[src/rtl/branch_control_unit_if.sv]
// Control bus between the branch control unit and the datapath: the
// instruction/condition inputs plus every register-enable, bus-drive and select line.
interface branch_control_unit_if;
   logic [31:0] IRregister;
   logic        CON;
   logic        PCin, MDRin, Zin, Yin, MARin, IRin, CONin, Rin;
   logic        PCout, MDRout, ZLOout, Cout, Rout;
   logic        Gra, Grb;
   logic        Read, IncPC;
   logic        Run;

   modport master (
      input  IRregister, CON,
      output PCin, MDRin, Zin, Yin, MARin, IRin, CONin, Rin,
      output PCout, MDRout, ZLOout, Cout, Rout,
      output Gra, Grb, Read, IncPC, Run
   );

   modport slave (
      output IRregister, CON,
      input  PCin, MDRin, Zin, Yin, MARin, IRin, CONin, Rin,
      input  PCout, MDRout, ZLOout, Cout, Rout,
      input  Gra, Grb, Read, IncPC, Run
   );
endinterface

[src/rtl/branch_control_unit.sv]
// Moore control sequencer for fetch, br, jr, jal, nop and halt instructions.
// Outputs decode from the present state only; BR6 passes CON through to PCin.
module branch_control_unit (
   input  logic                   Clock,
   input  logic                   Reset_n,
   branch_control_unit_if.master  bus
);

   typedef enum logic [3:0] {
      RST, F0, F1, F2, DEC,
      BR3, BR4, BR5, BR6,
      JR3, JAL3, JAL4, HALT
   } state_t;

   localparam logic [4:0] OP_BR   = 5'b10010;
   localparam logic [4:0] OP_JR   = 5'b10011;
   localparam logic [4:0] OP_JAL  = 5'b10100;
   localparam logic [4:0] OP_HALT = 5'b11011;

   state_t     state, state_nxt;
   logic [4:0] opcode;
   logic       unused_ir;

   assign opcode    = bus.IRregister[31:27];
   assign unused_ir = ^bus.IRregister[26:0];

   always_ff @(posedge Clock) begin
      if (!Reset_n) state <= RST;
      else          state <= state_nxt;
   end

   // IR is loaded on the F2->DEC edge, so the opcode is only valid during DEC.
   always_comb begin
      state_nxt = state;
      unique case (state)
         RST:  state_nxt = F0;
         F0:   state_nxt = F1;
         F1:   state_nxt = F2;
         F2:   state_nxt = DEC;
         DEC: begin
            unique case (opcode)
               OP_BR:   state_nxt = BR3;
               OP_JR:   state_nxt = JR3;
               OP_JAL:  state_nxt = JAL3;
               OP_HALT: state_nxt = HALT;
               default: state_nxt = F0;
            endcase
         end
         BR3:  state_nxt = BR4;
         BR4:  state_nxt = BR5;
         BR5:  state_nxt = BR6;
         BR6:  state_nxt = F0;
         JR3:  state_nxt = F0;
         JAL3: state_nxt = JAL4;
         JAL4: state_nxt = F0;
         HALT: state_nxt = HALT;
         default: state_nxt = RST;
      endcase
   end

   always_comb begin
      bus.PCin   = 1'b0;
      bus.MDRin  = 1'b0;
      bus.Zin    = 1'b0;
      bus.Yin    = 1'b0;
      bus.MARin  = 1'b0;
      bus.IRin   = 1'b0;
      bus.CONin  = 1'b0;
      bus.Rin    = 1'b0;
      bus.PCout  = 1'b0;
      bus.MDRout = 1'b0;
      bus.ZLOout = 1'b0;
      bus.Cout   = 1'b0;
      bus.Rout   = 1'b0;
      bus.Gra    = 1'b0;
      bus.Grb    = 1'b0;
      bus.Read   = 1'b0;
      bus.IncPC  = 1'b0;
      bus.Run    = (state != RST) && (state != HALT);
      unique case (state)
         F0: begin
            bus.PCout = 1'b1;
            bus.MARin = 1'b1;
            bus.IncPC = 1'b1;
            bus.Zin   = 1'b1;
         end
         F1: begin
            bus.Read  = 1'b1;
            bus.MDRin = 1'b1;
            bus.PCin  = 1'b1;
         end
         F2: begin
            bus.MDRout = 1'b1;
            bus.IRin   = 1'b1;
         end
         BR3: begin
            bus.Gra   = 1'b1;
            bus.Rout  = 1'b1;
            bus.CONin = 1'b1;
         end
         BR4: begin
            bus.PCout = 1'b1;
            bus.Yin   = 1'b1;
         end
         BR5: begin
            bus.Cout = 1'b1;
            bus.Zin  = 1'b1;
         end
         BR6: begin
            bus.ZLOout = 1'b1;
            bus.PCin   = bus.CON;
         end
         JR3, JAL4: begin
            bus.Gra  = 1'b1;
            bus.Rout = 1'b1;
            bus.PCin = 1'b1;
         end
         JAL3: begin
            bus.PCout = 1'b1;
            bus.Grb   = 1'b1;
            bus.Rin   = 1'b1;
         end
         default: ;
      endcase
   end

endmodule

[src/flat_wrapper.sv]
// flat-port wrapper written by rule: the top's interface ports become plain ports
module branch_control_unit_flat 
  (Clock, Reset_n, bus_IRregister, bus_CON, bus_PCin, bus_MDRin, bus_Zin, bus_Yin, bus_MARin, bus_IRin, bus_CONin, bus_Rin, bus_PCout, bus_MDRout, bus_ZLOout, bus_Cout, bus_Rout, bus_Gra, bus_Grb, bus_Read, bus_IncPC, bus_Run);
  branch_control_unit_if bus_i ();
  input  logic Clock;
  input  logic Reset_n;
  input wire logic [$bits(bus_i.IRregister)-1:0] bus_IRregister;
  input wire logic [$bits(bus_i.CON)-1:0] bus_CON;
  output wire logic [$bits(bus_i.PCin)-1:0] bus_PCin;
  output wire logic [$bits(bus_i.MDRin)-1:0] bus_MDRin;
  output wire logic [$bits(bus_i.Zin)-1:0] bus_Zin;
  output wire logic [$bits(bus_i.Yin)-1:0] bus_Yin;
  output wire logic [$bits(bus_i.MARin)-1:0] bus_MARin;
  output wire logic [$bits(bus_i.IRin)-1:0] bus_IRin;
  output wire logic [$bits(bus_i.CONin)-1:0] bus_CONin;
  output wire logic [$bits(bus_i.Rin)-1:0] bus_Rin;
  output wire logic [$bits(bus_i.PCout)-1:0] bus_PCout;
  output wire logic [$bits(bus_i.MDRout)-1:0] bus_MDRout;
  output wire logic [$bits(bus_i.ZLOout)-1:0] bus_ZLOout;
  output wire logic [$bits(bus_i.Cout)-1:0] bus_Cout;
  output wire logic [$bits(bus_i.Rout)-1:0] bus_Rout;
  output wire logic [$bits(bus_i.Gra)-1:0] bus_Gra;
  output wire logic [$bits(bus_i.Grb)-1:0] bus_Grb;
  output wire logic [$bits(bus_i.Read)-1:0] bus_Read;
  output wire logic [$bits(bus_i.IncPC)-1:0] bus_IncPC;
  output wire logic [$bits(bus_i.Run)-1:0] bus_Run;
  assign bus_i.IRregister = bus_IRregister;
  assign bus_i.CON = bus_CON;
  assign bus_PCin = bus_i.PCin;
  assign bus_MDRin = bus_i.MDRin;
  assign bus_Zin = bus_i.Zin;
  assign bus_Yin = bus_i.Yin;
  assign bus_MARin = bus_i.MARin;
  assign bus_IRin = bus_i.IRin;
  assign bus_CONin = bus_i.CONin;
  assign bus_Rin = bus_i.Rin;
  assign bus_PCout = bus_i.PCout;
  assign bus_MDRout = bus_i.MDRout;
  assign bus_ZLOout = bus_i.ZLOout;
  assign bus_Cout = bus_i.Cout;
  assign bus_Rout = bus_i.Rout;
  assign bus_Gra = bus_i.Gra;
  assign bus_Grb = bus_i.Grb;
  assign bus_Read = bus_i.Read;
  assign bus_IncPC = bus_i.IncPC;
  assign bus_Run = bus_i.Run;
  branch_control_unit u_core (.Clock(Clock), .Reset_n(Reset_n), .bus(bus_i));
endmodule
[config.mk]
export PLATFORM = sky130hd
export DESIGN_NAME = branch_control_unit_flat
export DESIGN_NICKNAME = d
export VERILOG_FILES = /design/src/rtl/branch_control_unit_if.sv /design/src/rtl/branch_control_unit.sv /design/src/flat_wrapper.sv
export SDC_FILE = /design/constraint.sdc
export NUM_CORES = 1
export LEC_CHECK = 0
export CORE_MARGIN = 5
export CORE_UTILIZATION = 27
export CTS_CLUSTER_DIAMETER = 80
export DETAILED_ROUTE_END_ITERATION = 12
export PLACE_DENSITY = 0.87
export SYNTH_ARGS = -nofsm -noshare
export SYNTH_HDL_FRONTEND = slang
export SYNTH_SLANG_ARGS = --single-unit
[constraint.sdc]
create_clock -name Clock -period 1.5 [get_ports Clock]
set_input_delay 0.225 -clock Clock [delete_from_list [all_inputs] [get_ports Clock]]
set_output_delay 0.225 -clock Clock [all_outputs]
set_load 0.02 [all_outputs]
## Word level (Yosys, flattened, before mapping)

Cells that the tools add are included.
Widths: inputs -> output; s select.

- Flip-flop bits (word level): 4
- Logic and storage cells: 40
- Input port bits: 35
- Output and inout port bits: 18

- Multiplexer cells: 14
- Reduce and logical (&&, ||, !) cells: 8
- Eq/ne operators: 17

Operator list:

| kind | count |
|---|---|
| $pmux 4 s10 | 1 |
| $eq 4x4->1 const B | 5 |
| $eq 5x5->1 const B | 4 |
| $eq 4x3->1 const B | 4 |
| $pmux 4 s4 | 1 |
| $mux 1 | 11 |
| $reduce_or 3->1 | 3 |
| $eq 4x2->1 const B | 2 |
| $eq 4x1->1 const B | 1 |
| $logic_not 4->1 | 1 |
| $ne 4x4->1 const B | 1 |
| $reduce_bool 4->1 | 1 |
| $reduce_or 4->1 | 1 |
| $pmux 1 s2 | 1 |
| $reduce_or 2->1 | 1 |
| $logic_and 1x1->1 | 1 |

## Logic depth before layout (Yosys ltp)

- Depth after elaboration: 3
- Depth in mapped cells: 5
- Gate-level depth less buffers: 3

## Worst setup path before layout

No wires, ideal clock.

- Kind: reg-to-output
- Start point: register u_core.state[3]
- End point: output bus_Rin
- Path buffers: 1
- Data arrival time: 1.458 ns
- Stages on the path, launching flop included: 3
- Path slack: -0.183 ns
- Required time: 1.275 ns
- Cells stage by stage: dfxtp_1 > nor4bb_1 > buf_4

- Cells in the longest elaborated chain, start to end: 2

Ends and longest elaborated chain:

| item | RTL line | text |
|---|---|---|
| from (decl) | branch_control_unit.sv:20 | `state_t state, state_nxt;` |
| from (signal assigned) | branch_control_unit.sv:29 | `else state <= state_nxt;` |
| $eq 4x4->1 | - |  |
| $mux 1 | - |  |
| to (decl) | flat_wrapper.sv:16 | `output wire logic [$bits(bus_i.Rin)-1:0] bus_Rin;` |

Every way passes these cells.

## Worst setup path after layout

- Start point: register u_core.state[2]
- End point: output bus_PCout

- Cells in the longest elaborated chain, start to end: 3
- Elaborated cells between the ends (all ways): 5
- Classes of those cells: 3 x eq/ne; 1 x mux; 1 x reduce/logical

Ends and longest elaborated chain:

| item | RTL line | text |
|---|---|---|
| $eq 4x3->1 (tied with other cells) | branch_control_unit.sv:80 | `unique case (state)` |
| $reduce_or 3->1 (no line) * | - |  |
| $mux 1 * | branch_control_unit.sv:80 |  |
| to (decl) | flat_wrapper.sv:17 | `output wire logic [$bits(bus_i.PCout)-1:0] bus_PCout;` |

Mark *: on every way between the ends. The rest lies on a longest branch, timed or not.

==> results.md <==
* Max VDD drop at 268.6 µV
* Antenna violations before repair at 0
* Max-cap violations at 0
* Initial Util at 27.84%
* GRT Util Overall at 12.08%
* H-tree depth at 1
* Share of cells above drive strength 1 at 60.00%
* CTS tree: done
* Synth top area share at 16.84%
* Global-route wire length before repair at 2477 µm
* Area taken by flip-flops and latches at 95.09 µm²
* Final setup fails at 1
* Reg2Reg Depth at 6
* Vias in the first global route at 593
* Core Util, Final at 50.84%
* CORE AREA at 1708 µm²
* Fin. Hold Viols at 0
* Clock buffer depth at 2
* FP Rows at 15
* Worst Tran Pin Value at 267.0 ps
* R2r setup slk at 140 ps
* Fin crit share at 101.3%
* Ant diodes at 0
* Commonest cells in the synthesized netlist: 6 x nor2_1, 6 x o21ai_0, 5 x buf_4, 5 x nand2b_1, 4 x dfxtp_1
* Top Registers: u_core.state (4)
* Clk_skew at 5.421 ps
* Reg clk slew, reported paths at 40 ps
* GPL Wtd Cong at 0.7819
* Main combinational cell family by area after synthesis: simple AND/OR/NAND/NOR gates
* DP Cell Count at 121
* Final instance area at 868.3 µm²
* Hold Startpoint: Reset_n
* Die Area at 2700 µm²
* GRT Residual Overflow at 0
* Fmax at 0.6582 GHz
* Filler instances at 175
* Hold Path Depth at 2
* Area taken by multi-input logic gates at 382.9 µm²
* Area leader, netlist: dfxtp_1
* Final critical-path required period at 1519 ps
* Reg-to-reg startpoint: u_core.state[2]
* Clock Latency Late Sink at 240 ps
* Clock root buffer master: clkbuf_4
* Synth Instances at 61
* First-pass DRT Iterations at 4
* Slew headroom at 82.17%
* Leakage at 0.4050 nW
* Synth Area in Simple Gates at 43.42%
* Netlist cell types at 33
* Worst Setup End Kind: output port
* RSZ-0062 raised after global routing: yes
* Via count at 599
* Avg Cell Area, Syn at 7.794 µm²
* Synth-to-Final Area Change at 82.63%
* Worst Hold Margin at 694.9 ps
* Sequential share of the synthesized area at 16.84%
* Routed WL per cell at 12.04 µm
* Outcome: finished with violations
* Violated checks: negative setup slack
* Largest net degree at the start of global routing at 9
* Hold/Removal Path Class: in2reg
* Ys flop type: dfxtp_1
* Post-Syn Area at 475.5 µm²
* Critical Path RT at 1270 ps
* Dpl hpwl at 1192 µm
* Post-Layout Cell Count at 125
* Slew Viols, Final at 0
* Number of top-level pins at 53
* Chip height at 51.97 µm
* Reg2reg end: u_core.state[2]
* WP data arrival at 1290 ps
* Port bufs at 25
* Hold Path End: u_core.state[2]
* Yosys warnings at 0
* Worst setup margin at -19.30 ps
* Remaining DRCs at 0
* Crit Path Class: reg2out
* Synth Area in Compound Gates at 20.53%
* Synth Area in Adders at 0%
* Proportion of synthesized area in mux cells at 0%
* Final WL at 1505 µm
* Antenna-violating nets left at 0
* Hold_buf cts at 0
* Post-placement cell area at 843.3 µm²
* Xor/xnor share of the synthesized area at 3.684%
* Nets at 137
* Pwr Density at 633.6 nW/µm²
* Critical Path Fanout Max at 6
* Cts bufs inserted at 3
* Top post-synthesis cells by area: dfxtp_1 17%, buf_4 7.9%, nand2b_1 6.6%
* EDFF count, synth at 0
* Die Wd at 51.97 µm
* Via/cell ratio at 4.792
* Syn nets at 96
* Worst setup SP type: flop
* Max reg flops at 4
* Yosys reg bits at 4
* Top reg by flops: u_core.state
* Asr flop ratio synth at 0%
* 1st-iter DRT viols at 9
* Num Clock Sinks at 4
-- metal layers --
layer  GRT usage (%)  wire length (µm)  vias to the layer above
met5               0                 0                        -
met4           8.734                 0                        0
met3           2.292               142                        0
met2           21.34               783                       21
met1           12.52               580                      282
li1                -                 -                      296
-- worst max path at each step --
stage          slack (ps)  depth (start not counted)             from        end
3_5_place_dp         -370                          5          bus_CON   bus_PCin
3_3_place_gp         -330                          5          bus_CON   bus_PCin
4_1_cts               -60                          2  u_core.state[3]    bus_Grb
5_1_grt               -80                          5  u_core.state[0]  bus_PCout
2_1_floorplan          10                          4  u_core.state[2]  bus_PCout
6_report              -20                          5  u_core.state[2]  bus_PCout
-- placed cells by master, fill, tap and decap left out, drive strengths merged --
cell type / count
nand4bb: 1
clkbuf: 3
and4: 2
xnor2: 1
o22ai: 1
or2: 3
xor2: 1
a32o: 1
dfxtp: 4
and4bb: 1
nand2b: 6
o41a: 1
nand4b: 1
and3b: 1
nor3: 1
and2: 1
o2111a: 1
clkdlybuf4s50: 7
nor2b: 2
a21oi: 2
o21ai: 6
o31a: 1
buf: 38
nand2: 1
nor4bb: 1
and4b: 1
inv: 1
nor2: 7
a41o: 1
nand3: 2
-- where the power goes --
part	internal, W	total, W	switching (W)
combinational	0.000147	0.000290	0.000143
sequential	0.000114	0.000127	0.0000126
clock	0.0000895	0.000133	0.0000439
-- worst max-delay path, cell delays in order, from the launching register on --
cell      delay, ps
dfxtp_4         360
buf_4           140
nand2b_4         70
a21oi_1          60
or2_2           270
buf_4           160
-- per-stage QoR --
stage | setup TNS (ps) | total power, W | setup WS (ps)
6_report | -19.30 | 0.0005502 | -19.30
3_5_place_dp | -3698 | 0.0004129 | -370.2
5_1_grt | -202.0 | 0.0005924 | -82.81
2_1_floorplan | 0 | 0.0002777 | 12.04
4_1_cts | -170.7 | 0.0005584 | -61.65
3_3_place_gp | -3058 | 0.0004042 | -327.4
-- kinds of logic (layout without fill, tap and decap cells) --
kind of cell | count (synthesis) | count (layout)
simple gates | 31 | 31
xor+xnor | 2 | 2
buf+inv | 10 | 49
flops | 4 | 4
compound gates | 14 | 14
-- repair_timing --
action                     in CTS  in global routing
pin swaps                       0                  2
setup endpoints to repair      18                 17
gates resized for setup        74                 26
hold endpoints to repair        0                  0
buffers inserted                0                  1
-- area by class of cell --
| cell class | count | area share (%) |
|---|---|---|
| clock buffers | 3 | 2.594 |
| multi-input cells | 47 | 44.09 |
| inverters | 1 | 0.4323 |
| repair buffers | 45 | 38.33 |
| well taps | 25 | 3.602 |
| flip-flops and latches | 4 | 10.95 |
Note: power is estimated with default switching activity, not from simulation.
